--- config.mk ---
export PLATFORM = sky130hd
export DESIGN_NAME = hazard_scoreboard
export DESIGN_NICKNAME = d
export VERILOG_FILES = /design/src/rtl/pipeline_pkg.sv /design/src/rtl/long_scoreboard.sv /design/src/rtl/hazard_scoreboard.sv
export SDC_FILE = /design/constraint.sdc
export NUM_CORES = 1
export LEC_CHECK = 0
export CAP_MARGIN = 30
export CORE_UTILIZATION = 25
export DETAILED_ROUTE_END_ITERATION = 10
export GPL_TIMING_DRIVEN = 1
export SLEW_MARGIN = 20
export SYNTH_ARGS = -nofsm -noshare
export SYNTH_HDL_FRONTEND = slang
export SYNTH_SLANG_ARGS = --single-unit
--- constraint.sdc ---
create_clock -name clock -period 6.7 [get_ports clock]
set_clock_uncertainty 0.05 [all_clocks]
set_input_delay 1.005 -clock clock [delete_from_list [all_inputs] [get_ports clock]]
set_output_delay 1.005 -clock clock [all_outputs]
set_load 0.05 [all_outputs]
--- src/rtl/pipeline_pkg.sv ---
// pipeline_pkg
// Shared definitions for the 5-stage pipeline hazard logic.
// Contents:
//   fwd_sel_e  - forward-select encodings for the E-stage ALU operand muxes
//   RW         - default register index width (32 architectural registers)
//   LONG_LAT   - default latency of the multi-cycle (mul/div) unit
//   SB_CNT_W   - width of the long-op scoreboard down-counter
package pipeline_pkg;

    // 00 selects the register file value, 01 the W-stage result, 10 the M-stage result.
    typedef enum logic [1:0] {
        FWD_RF = 2'b00,
        FWD_W  = 2'b01,
        FWD_M  = 2'b10
    } fwd_sel_e;

    localparam int RW       = 5;
    localparam int LONG_LAT = 4;

    // The scoreboard counter is 8 bits wide, which bounds LONG_LAT to 255.
    localparam int SB_CNT_W = 8;

endpackage

--- src/rtl/long_scoreboard.sv ---
// long_scoreboard
// Tracks the single in-flight operation of the multi-cycle execution unit.
// A down-counter is loaded with LONG_LAT on issue and counts down to zero;
// the unit is busy while the counter is non-zero and writes back in the
// cycle where the counter reads 1.
// Ports:
//   clock        in   rising-edge clock
//   reset        in   synchronous active-high reset; abandons any in-flight op
//   issue_i      in   a long op leaves decode at this cycle's closing edge
//   issue_reg_i  in   destination register of the issuing long op
//   long_busy_o  out  long unit occupied
//   long_done_o  out  long result is written at this cycle's closing edge
//   long_reg_o   out  destination of the in-flight (or most recent) long op
module long_scoreboard #(
    parameter int RW       = 5,
    parameter int LONG_LAT = 4
) (
    input  logic          clock,
    input  logic          reset,
    input  logic          issue_i,
    input  logic [RW-1:0] issue_reg_i,
    output logic          long_busy_o,
    output logic          long_done_o,
    output logic [RW-1:0] long_reg_o
);
    import pipeline_pkg::*;

    localparam logic [SB_CNT_W-1:0] LAT_INIT = SB_CNT_W'(LONG_LAT);
    localparam logic [SB_CNT_W-1:0] CNT_ONE  = SB_CNT_W'(1);

    logic [SB_CNT_W-1:0] cnt_q, cnt_d;
    logic [RW-1:0]       long_reg_q, long_reg_d;

    // Next-state: an issue reloads the counter and captures the destination;
    // otherwise the counter drains toward zero. Issue only happens while the
    // counter is zero because a busy unit structurally stalls the next long op.
    always_comb begin
        cnt_d      = cnt_q;
        long_reg_d = long_reg_q;
        if (issue_i) begin
            cnt_d      = LAT_INIT;
            long_reg_d = issue_reg_i;
        end else if (cnt_q != '0) begin
            cnt_d = cnt_q - CNT_ONE;
        end
    end

    // Counter and destination registers, cleared by the synchronous reset.
    always_ff @(posedge clock) begin
        if (reset) begin
            cnt_q      <= '0;
            long_reg_q <= '0;
        end else begin
            cnt_q      <= cnt_d;
            long_reg_q <= long_reg_d;
        end
    end

    // While reset is held the scoreboard is treated as idle, so a stale
    // counter value never produces a stall or a writeback strobe.
    assign long_busy_o = (cnt_q != '0) && !reset;
    assign long_done_o = (cnt_q == CNT_ONE) && !reset;
    assign long_reg_o  = long_reg_q;

endmodule

--- src/rtl/hazard_scoreboard.sv ---
// hazard_scoreboard
// Hazard detection and forwarding controller for the 5-stage pipeline with
// one multi-cycle execution unit. Sits beside the datapath and drives the
// stall, flush and forward-select controls.
// Ports:
//   clock, reset                    clock and synchronous active-high reset
//   rs_d, rt_d, use_rs_d, use_rt_d  decode sources and whether they are read
//   valid_d, branch_d               decode holds a real instruction / a branch
//   reg_write_d, wr_reg_d           decode destination write
//   long_op_d                       decode instruction targets the long unit
//   rs_e, rt_e                      execute sources
//   wr_reg_e/m/w, reg_write_e/m/w   destinations and write enables in E/M/W
//   mem_to_reg_e, mem_to_reg_m      load in E / M
//   stall_f, stall_d, flush_e       hold PC, hold IF/ID, bubble into ID/EX
//   forward_a_e, forward_b_e        E operand selects (00 RF, 01 W, 10 M)
//   forward_a_d, forward_b_d        branch comparator takes the M result
//   long_busy, long_done, long_reg  long unit status
//   stall_count                     saturating count of stalled cycles
module hazard_scoreboard #(
    parameter int NREG     = 32,
    parameter int RW       = $clog2(NREG),
    parameter int LONG_LAT = pipeline_pkg::LONG_LAT,
    parameter int CNT_W    = 32
) (
    input  logic             clock,
    input  logic             reset,
    input  logic [RW-1:0]    rs_d,
    input  logic [RW-1:0]    rt_d,
    input  logic             use_rs_d,
    input  logic             use_rt_d,
    input  logic             valid_d,
    input  logic             branch_d,
    input  logic             reg_write_d,
    input  logic [RW-1:0]    wr_reg_d,
    input  logic             long_op_d,
    input  logic [RW-1:0]    rs_e,
    input  logic [RW-1:0]    rt_e,
    input  logic [RW-1:0]    wr_reg_e,
    input  logic [RW-1:0]    wr_reg_m,
    input  logic [RW-1:0]    wr_reg_w,
    input  logic             reg_write_e,
    input  logic             reg_write_m,
    input  logic             reg_write_w,
    input  logic             mem_to_reg_e,
    input  logic             mem_to_reg_m,
    output logic             stall_f,
    output logic             stall_d,
    output logic             flush_e,
    output logic [1:0]       forward_a_e,
    output logic [1:0]       forward_b_e,
    output logic             forward_a_d,
    output logic             forward_b_d,
    output logic             long_busy,
    output logic             long_done,
    output logic [RW-1:0]    long_reg,
    output logic [CNT_W-1:0] stall_count
);
    import pipeline_pkg::*;

    localparam logic [CNT_W-1:0] COUNT_ONE = CNT_W'(1);

    // A writer in stage X feeds a consumer only if it writes, is not r0,
    // and targets the consumer's source register.
    function automatic logic writerHits(input logic wen, input logic [RW-1:0] dst,
                                        input logic [RW-1:0] src);
        return wen && (dst != '0) && (dst == src);
    endfunction

    // A decode source matches X only if it is actually read and X is not r0.
    function automatic logic decodeReads(input logic [RW-1:0] rsD, input logic useRs,
                                         input logic [RW-1:0] rtD, input logic useRt,
                                         input logic [RW-1:0] x);
        return (x != '0) && ((useRs && (rsD == x)) || (useRt && (rtD == x)));
    endfunction

    function automatic fwd_sel_e fwdSelect(input logic [RW-1:0] src,
                                           input logic wenM, input logic [RW-1:0] dstM,
                                           input logic wenW, input logic [RW-1:0] dstW);
        if (writerHits(wenM, dstM, src))
            return FWD_M;
        else if (writerHits(wenW, dstW, src))
            return FWD_W;
        else
            return FWD_RF;
    endfunction

    logic lwStall, brStall, sbStall, stallAny, issueLong;
    logic [CNT_W-1:0] stall_count_q;

    long_scoreboard #(
        .RW       (RW),
        .LONG_LAT (LONG_LAT)
    ) u_long_scoreboard (
        .clock       (clock),
        .reset       (reset),
        .issue_i     (issueLong),
        .issue_reg_i (wr_reg_d),
        .long_busy_o (long_busy),
        .long_done_o (long_done),
        .long_reg_o  (long_reg)
    );

    assign forward_a_e = fwdSelect(rs_e, reg_write_m, wr_reg_m, reg_write_w, wr_reg_w);
    assign forward_b_e = fwdSelect(rt_e, reg_write_m, wr_reg_m, reg_write_w, wr_reg_w);
    assign forward_a_d = writerHits(reg_write_m, wr_reg_m, rs_d);
    assign forward_b_d = writerHits(reg_write_m, wr_reg_m, rt_d);

    // Load-use: the loaded value is not available until after M.
    assign lwStall = mem_to_reg_e && decodeReads(rs_d, use_rs_d, rt_d, use_rt_d, wr_reg_e);

    // Branches compare in D, so any E result or a load still in M must wait.
    assign brStall = branch_d &&
                     ((reg_write_e  && decodeReads(rs_d, use_rs_d, rt_d, use_rt_d, wr_reg_e)) ||
                      (mem_to_reg_m && decodeReads(rs_d, use_rs_d, rt_d, use_rt_d, wr_reg_m)));

    // Long results are never forwarded, so RAW, WAW and a second long op all
    // wait until the unit drains.
    assign sbStall = valid_d && long_busy &&
                     (decodeReads(rs_d, use_rs_d, rt_d, use_rt_d, long_reg) ||
                      (reg_write_d && (long_reg != '0) && (wr_reg_d == long_reg)) ||
                      long_op_d);

    assign stallAny  = lwStall || brStall || sbStall;
    assign stall_f   = stallAny;
    assign stall_d   = stallAny;
    assign flush_e   = stallAny;
    assign issueLong = valid_d && long_op_d && !stallAny;

    // Saturating stall-cycle counter.
    always_ff @(posedge clock) begin
        if (reset)
            stall_count_q <= '0;
        else if (stallAny && (stall_count_q != '1))
            stall_count_q <= stall_count_q + COUNT_ONE;
    end

    assign stall_count = stall_count_q;

endmodule

Yosys cells after proc, flatten, opt, wreduce, memory -nomap -nowiden
Cells that the tools add are included.
{ "totals": {"register_bits": 45, "out_inout_bits": 48, "inputBits": 53} }
{ "classes": {"n_addsub": 2, "eq_ne": 15, "reduce_logical": 47, "mux": 6} }
{ "ops": {"columns": ["op", "count"], "rows": [
  ["$eq 5x5->1", 13],
  ["$add 32x1->32 const B", 1],
  ["$ne 32x32->1 const B", 1],
  ["$logic_and 1x1->1", 30],
  ["$reduce_bool 5->1", 4],
  ["$eq 8x1->1 const B", 1],
  ["$logic_or 1x1->1", 8],
  ["$reduce_bool 8->1", 1],
  ["$sub 8x1->8 const B", 1],
  ["$mux 3", 2],
  ["$mux 2", 2],
  ["$logic_not 1->1", 2],
  ["$mux 1", 2],
  ["$reduce_bool 2->1", 1],
  ["$reduce_or 2->1", 1]
]} }

Longest topological paths before layout
Gate-level depths: netlist of run 1.
{ "depth": {"depth_word": 12, "mapped_depth": 13, "depth_no_buf": 10} }

Cells and area by module
From an unflattened synthesis of run 1, not the netlist that was laid out.
{ "hier_totals": {"cells_unflattened": 383, "hier_area_um2": 3148.0} }
{ "by_module_without_submodules": {"columns": ["module", "n_inst", "area_each_um2", "cells_each"], "rows": [
  ["hazard_scoreboard", 1, 2531.2, 317],
  ["long_scoreboard", 1, 616.8, 66]
]} }

Worst setup path after synthesis of run 1
No wires, ideal clock.
{ "synth_timing": {"path_kind": "input-to-output", "start": "input wr_reg_m[0]", "end": "output forward_a_e[0]", "arrival_time_ns": 3.876, "required_time_ns": 5.645, "path_slack_ns": 1.769, "cell_stages": 6, "cell_sequence": "clkbuf_1 -> nor3_1 -> nand2_1 -> nand2_1 -> nor4_1 -> nor4_1"} }
{ "synth_between": {"elab_chain_len": 4, "word_cells_on_any_way": 5} }
{ "synth_lines": {"columns": ["element", "line_no", "text"], "rows": [
  ["from (decl)", "hazard_scoreboard.sv:39", "input logic [RW-1:0] wr_reg_m,"],
  ["$reduce_bool 5->1", "hazard_scoreboard.sv:66", "return wen && (dst != '0) && (dst == src);"],
  ["$logic_and 1x1->1", "hazard_scoreboard.sv:66", null],
  ["$logic_and 1x1->1 (*)", "hazard_scoreboard.sv:66", null],
  ["$mux 2 (*)", "hazard_scoreboard.sv:79", "if (writerHits(wenM, dstM, src))"],
  ["to (decl)", "hazard_scoreboard.sv:49", "output logic [1:0] forward_a_e,"]
]} }
Every way passes the cells marked *; elsewhere a longest branch is shown, timed or not.

Worst setup path in the final report of run 1
{ "layout_timing": {"start": "input reset", "end": "output stall_f"} }
{ "layout_between": {"elab_chain_len": 5} }
{ "layout_lines": {"columns": ["element", "line_no", "text"], "rows": [
  ["from (decl)", "hazard_scoreboard.sv:26", "input logic reset,"],
  ["$logic_not 1->1", "long_scoreboard.sv:61", "assign long_busy_o = (cnt_q != '0) && !reset;"],
  ["$logic_and 1x1->1", "long_scoreboard.sv:61", null],
  ["$logic_and 1x1->1 (2 in series)", "hazard_scoreboard.sv:118", "assign sbStall = valid_d && long_busy &&"],
  ["$logic_or 1x1->1", "hazard_scoreboard.sv:123", "assign stallAny = lwStall || brStall || sbStall;"],
  ["to (decl)", "hazard_scoreboard.sv:46", "output logic stall_f,"]
]} }
Every way passes these cells.

==> metrics.md, run 1 <==
| Metric | Value |
|---|---|
| Root Driver | `clkbuf_16` |
| Minimum clock period | `5.01 ns` |
| Fin. max-slew vios | `0` |
| Final hold vios | `0` |
| Critical-path maximum fanout | `77` |
| Worst setup SP type | `input port` |
| Relative slew slack | `51.7%` |
| Maximum vdd drop | `slightly above 0.1 mV` |
| Via density | `5.06` |
| Synthesized flop and latch total | `45` |
| Global-route wire length before repair | `~14,000 µm` |
| DR iter-0 viols | `143` |
| Drt wl/cell | `14.3 µm` |
| DR DRC count | `12` |
| Unrepaired setup endpoints after global routing | `no` |
| Post-Layout Inst Area | `0.00419 mm²` |
| # fillers | `1,220` |
| Port Buffer Count | `100` |
| Placed cell area | `0.00404 mm²` |
| Least-Margin Pin Slew | `0.722 ns` |
| Reg2Reg Setup Slack | `3.97 ns` |
| Commonest non-fill, non-tap cell in the layout | `clkdlybuf4s50_1` |
| Num CTS Buffers | `5` |
| Global placer's final weighted congestion | `roughly 0.86` |
| Clock-pin slew on the worst setup and hold paths | `about 0.06 ns` |
| Synthesized Nets | `433` |
| Die area | `~0.012 mm²` |
| Synthesized area per cell | `7.91 µm²` |
| Fin util | `36.3%` |
| Register area share after synthesis | `30.2%` |
| Max Cap Violations | `0` |
| Worst EP arrival | `just under 4 ns` |
| Cts repair resizes | `0` |
| Fmax | `0.199 GHz` |
| Warning count from the yosys run | `0` |
| Synth Cell Area | `just under 0.003 mm²` |
| Status | `complete, but fails checks` |
| Die H | `between 100 and 150 µm` |
| CP Class | `in2out` |
| Share of layout cells above drive strength 1 | `roughly 3.9%` |
| Initial antenna violation count | `0` |
| Hold crit path type | `reg2reg` |
| Post-CTS Setup Bufs | `0` |
| Crit path capture type | `output port` |
| Dpl ws | `1.67 ns` |
| Post-cts hold buffer count | `0` |
| Initial Util | `25.9%` |
| DRT antenna net count | `0` |
| # IOs | `101` |
| Worst r2r src | `stall_count[10]` |
| Core area | `0.0115 mm²` |
| Most frequent cells in the layout | `100 x clkdlybuf4s50_1, 45 x xor2_1, 45 x dfxtp_1, 39 x a21oi_1, 26 x o21ai_0` |
| Failing checks | `DRC` |
| CTS max path bufs | `2` |
| P per Cell Area | `190 mW/mm²` |
| FF/Latch Area | `901 µm²` |
| Worst EP required | `5.64 ns` |
| Crit path to | `stall_f` |
| Gr ovfl total | `0` |
| Area delta synth->final | `40.4%` |
| Final WL | `between 8000 and 9000 µm` |
| Pin count of the biggest net entering global routing | `78` |
| Vias in the first global route | `3,043` |
| N_diodes | `0` |
| Total number of vias | `3,044` |
| Pre-Repair DR Iteration Count | `7` |
| R2R depth | `7` |
| H-tree levels | `2` |
| Netlist cell types | `40` |
| HPWL Detailed | `6520 µm` |
| Slack of the critical path | `~1.7 ns` |
| Crit share post-route | `74.8%` |
| CTS tree | `built` |
| GRT Overall Usage | `14.0%` |
| # setup viols final | `0` |
| Chip width | `111 µm` |
| Site Rows | `39` |
| Worst Setup SP | `reset` |
| R2r endpoint | `stall_count[18]` |
| Area occupied by multi-input gates | `around 0.0019 mm²` |
| Final #Nets | `515` |
| Mapped Cells | `377` |
| Leak pwr | `0.00138 µW` |
| Clock Latency Late Sink | `between 0.2 and 0.3 ns` |
| Clk sinks | `45` |
| Setup TNS | `0 ns` |
[Yosys cell counts]
library cell / count / area (µm²)
a2111oi_0: 1 / 8.76
a211o_1: 1 / 8.76
a21bo_2: 5 / 50.1
a21oi_1: 39 / 195
a31o_2: 1 / 8.76
a31oi_1: 2 / 12.5
and2_1: 4 / 25.0
and3_1: 9 / 56.3
and3_4: 1 / 11.3
and4_1: 1 / 8.76
and4b_1: 1 / 10.0
buf_1: 1 / 3.75
buf_2: 5 / 25.0
buf_4: 2 / 15.0
buf_6: 2 / 22.5
clkbuf_1: 16 / 60.1
dfxtp_1: 45 / 901
ha_1: 3 / 37.5
inv_1: 5 / 18.8
nand2_1: 21 / 78.8
nand2b_1: 1 / 6.26
nand2b_2: 1 / 8.76
nand3_1: 20 / 100
nand3_2: 1 / 10.0
nand3b_1: 2 / 15.0
nand4_1: 18 / 113
nor2_1: 16 / 60.1
nor2b_1: 1 / 6.26
nor3_1: 6 / 30.0
nor3b_2: 1 / 12.5
nor4_1: 11 / 68.8
nor4_2: 1 / 12.5
o2111ai_1: 1 / 8.76
o21ai_0: 26 / 130
o311ai_1: 1 / 8.76
o31ai_1: 9 / 67.6
or3_1: 23 / 144
or4_1: 14 / 105
xnor2_1: 14 / 123
xor2_1: 45 / 394
[registers in the layout, summed over array words and instances, names as in the netlist]
register,flops
u_long_scoreboard.long_reg_o,5
u_long_scoreboard.cnt_q,8
stall_count,32
[power breakdown]
part	internal [µW]	total (µW)	switching, µW	leakage, µW
registers	287	308	20.8	0.000365
clock network	146	242	95.9	0.0000700
logic	106	245	139	0.000947
total	539	795	255	0.00138
[final cells by class]
class | instances | share of cell area, %
Sequential cell | 45 | 21.5
Clock buffer | 7 | 3.41
Inverter | 5 | 0.448
Timing Repair Buffer | 101 | 24.1
Multi-Input combinational cell | 301 | 46.2
Tap cell | 143 | 4.28
[worst max-delay path, stage by stage]
cell and delay [ns]:
clkdlybuf4s50_1 0.48, buf_4 0.39, nand2b_2 0.26, inv_1 0.07
o311ai_1 0.09, a31o_2 0.15, and3_4 0.59, inv_1 0.15
clkdlybuf4s50_1 0.74
[how the worst min path moves through the flow]
stage                               startpoint                          to  slack (ns)  cells past startpoint
floorplan           u_long_scoreboard.cnt_q[3]  u_long_scoreboard.cnt_q[3]        0.40                      2
global placement    u_long_scoreboard.cnt_q[3]  u_long_scoreboard.cnt_q[3]        0.43                      2
detailed placement  u_long_scoreboard.cnt_q[3]  u_long_scoreboard.cnt_q[3]        0.42                      2
CTS                 u_long_scoreboard.cnt_q[3]  u_long_scoreboard.cnt_q[3]        0.43                      2
global route        u_long_scoreboard.cnt_q[3]  u_long_scoreboard.cnt_q[3]        0.47                      2
finish              u_long_scoreboard.cnt_q[3]  u_long_scoreboard.cnt_q[3]        0.43                      2
[metrics by stage]
step	hold WS (ns)	std cells	total power (µW)
after floorplan	0.398	377	477
after global placement	0.435	595	550
after detailed placement	0.420	595	558
after CTS	0.429	602	803
after global routing	0.470	602	840
final	0.434	602	795
[layer usage]
metal / global-route usage, % / vias up / routed length (µm)
li1: - / 1541 / -
met1: 17.4 / 1444 / 3950
met2: 25.0 / 53 / 4310
met3: 2.19 / 6 / 311
met4: 3.42 / 0 / 68
met5: 0 / - / 0
[cells by family (layout without fill, tap and decap cells)]
group	count (synthesis)	in the layout	share of synthesized area [%]
adder cells (fa/ha/maj)	3	3	1.26
flip-flops	45	45	30.2
AO/OA/AOI/OAI	86	86	16.7
buffers and inverters	31	113	4.87
AND/OR/NAND/NOR	153	153	29.6
XOR/XNOR	59	59	17.3
Power figures use the tool's default switching activity.
==> run 2, diff against run 1 <==
==> constraint.sdc (replaced) <==
create_clock -name clock -period 4.5 [get_ports clock]
set_clock_uncertainty 0.05 [all_clocks]
set_input_delay 0.675 -clock clock [delete_from_list [all_inputs] [get_ports clock]]
set_output_delay 0.675 -clock clock [all_outputs]
set_load 0.05 [all_outputs]
==> run 2 against run 1 <==
The flow still finishes with violations (DRC); critical path depth down 3; cell area increased by 0.90%; count of clock-buffer cells in the layout stayed put; worst setup slack got worse by 0.95 ns; sequential power is 49% higher; cell count is 0.50% higher; combinational power grew 48%; first-iteration DRC count fell by 9.1%; non-clock buffer count increased by 2; sequential share of layout area decreased by 0.19 points; via count rose by 1.9%; sequential cell count unchanged; critical endpoint is now forward_a_e[0].
==> metrics.md, run 2 (synthesis gave the netlist of run 1 again) <==
| Metric | Value |
|---|---|
| Core area | `0.0115 mm² (unchanged)` |
| Dpl ws | `0.740 ns (-0.926 ns)` |
| Pin count of the biggest net entering global routing | `51 (-35%)` |
| Hold crit path type | `reg2reg` |
| Busiest grt layer | `met2` |
| Maximum vdd drop | `0.141 mV (+38%)` |
| Total number of vias | `3,103 (+1.9%)` |
| Via density | `5.13 (+1.4%)` |
| DRT antenna net count | `0 (unchanged)` |
| Clk sinks | `45 (unchanged)` |
| Total power draw | `1250 µW (+57%)` |
| HPWL Detailed | `6570 µm (+0.68%)` |
| Status | `complete, but fails checks` |
| Worst EP required | `3.77 ns (-1.87 ns)` |
| Root Driver | `clkbuf_16` |
| Hold slack final | `0.433 ns (-0.000424 ns)` |
| Least-Margin Pin Slew | `0.705 ns (-0.0168 ns)` |
| CP Class | `in2out` |
| Fin. max-slew vios | `0 (unchanged)` |
| Global routing met1 resource utilization | `17.3% (-0.096 points)` |
| Fmax | `0.266 GHz` |
| Final #Nets | `517 (+0.39%)` |
| Final WL | `8690 µm (+0.59%)` |
| Number of flip-flops in the largest register | `32 (unchanged)` |
| Minimum clock period | `3.76 ns` |
| CTS tree | `built` |
| P per Cell Area | `295 mW/mm² (+55%)` |
| Drt wl/cell | `14.4 µm (about the same)` |
| # fillers | `1,217 (-0.25%)` |
| # setup viols final | `0 (unchanged)` |
| Clock-pin slew on the worst setup and hold paths | `0.06 ns (about the same)` |
| Site Rows | `39 (unchanged)` |
| Crit share post-route | `83.5%` |
| Critical-path maximum fanout | `3 (-96%)` |
| Failing checks | `DRC` |
| GR Util met3 | `2.52% (+0.33 points)` |
| # IOs | `101 (unchanged)` |
| Final hold vios | `0 (unchanged)` |
| Pre-Repair DR Iteration Count | `7 (unchanged)` |
| Unrepaired setup endpoints after global routing | `no` |
| Chip width | `111 µm (unchanged)` |
| DR DRC count | `12 (unchanged)` |
| Die area | `0.0124 mm² (unchanged)` |
| Initial antenna violation count | `0 (unchanged)` |
| Crit path capture type | `output port` |
| Die H | `111 µm (unchanged)` |
| Hold Crit Depth | `2 (unchanged)` |
| Fin util | `36.7% (+0.33 points)` |
| Num CTS Buffers | `5 (unchanged)` |
| H-tree levels | `2 (unchanged)` |
| CTS max path bufs | `2 (unchanged)` |
| Initial Util | `25.9% (unchanged)` |
| Global placer's final weighted congestion | `0.913 (+5.6%)` |
| N_diodes | `0 (unchanged)` |
| Commonest non-fill, non-tap cell in the layout | `clkdlybuf4s50_1` |
| Clock Latency Late Sink | `0.28 ns (about the same)` |
| Area delta synth->final | `41.6%` |
| Post-cts hold buffer count | `0 (unchanged)` |
| Met2 Use GR | `25.3% (+0.29 points)` |
| DR iter-0 viols | `130 (-9.1%)` |
| Port Buffer Count | `100 (unchanged)` |
| Vias in the first global route | `2,996 (-1.5%)` |
| Slack of the critical path | `0.741 ns (-0.946 ns)` |
| Most frequent cells in the layout | `97 x clkdlybuf4s50_1, 45 x xor2_1, 45 x dfxtp_1, 39 x a21oi_1, 26 x o21ai_0` |
| Setup TNS | `0 ns (unchanged)` |
| Post-CTS Setup Bufs | `0 (unchanged)` |
| Leak pwr | `0.00141 µW (+2.0%)` |
| Reg2Reg Setup Slack | `1.73 ns (-2.24 ns)` |
| Cts repair resizes | `0 (unchanged)` |
| Worst setup SP type | `input port` |
| R2R depth | `7 (unchanged)` |
| Share of layout cells above drive strength 1 | `5.19% (+1.3 points)` |
| GRT Overall Usage | `14.1% (+0.074 points)` |
| Global-route wire length before repair | `14,500 µm (+0.19%)` |
| Gr ovfl total | `0 (unchanged)` |
| Worst EP arrival | `3.03 ns (-0.93 ns)` |
| Max Cap Violations | `0 (unchanged)` |
| Relative slew slack | `52.9% (+1.1 points)` |
==> run 2: cell types whose count changed in the layout (fill, tap and decap cells not counted) <==
cell	previous run	this run
buf_4	1	6
clkdlybuf4s50_1	100	97
bufinv_16	0	1
==> run 2: area by class of cell <==
cell class	instances	area [µm²]	share of cell area (%)
clock buffers	7	143	3.38
clock inverters	1	30.0	0.711
inverters	5	18.8	0.444
multi-input cells	301	1940	45.8
flip-flops and latches	45	901	21.3
well taps	143	179	4.24
repair buffers	103	1020	24.1
==> run 2: report_power, final <==
group          internal, µW  switching (µW)
Combinational           159             204
Sequential              427            32.0
Clock                   277             148
==> run 2: through the flow <==
step | instances | instance area, µm²
finish | 605 | 4220
global route | 605 | 4220
CTS | 605 | 4220
detailed placement | 597 | 4050
global placement | 597 | 4050
floorplan | 377 | 2980
==> run 2: routing by layer <==
layer  wire [µm]  vias up
met5           0        -
met4          37        0
met3         342        4
met2        4450       68
met1        3860     1476
li1            -     1555
==> run 2: worst max-delay path: stages <==
cell	delay (ns)
clkdlybuf4s50_1	0.55
or4_1	0.14
o21ai_0	0.08
or4_1	0.53
nor4_1	0.20
clkdlybuf4s50_1	0.86
==> run 2: worst paths after layout <==
| check | from | endpoint |
|---|---|---|
| min | u_long_scoreboard.cnt_q[3] | u_long_scoreboard.cnt_q[3] |
| max | wr_reg_w[3] | forward_a_e[0] |
| min reg2reg | u_long_scoreboard.cnt_q[3] | u_long_scoreboard.cnt_q[3] |
| max reg2reg | stall_count[10] | stall_count[13] |
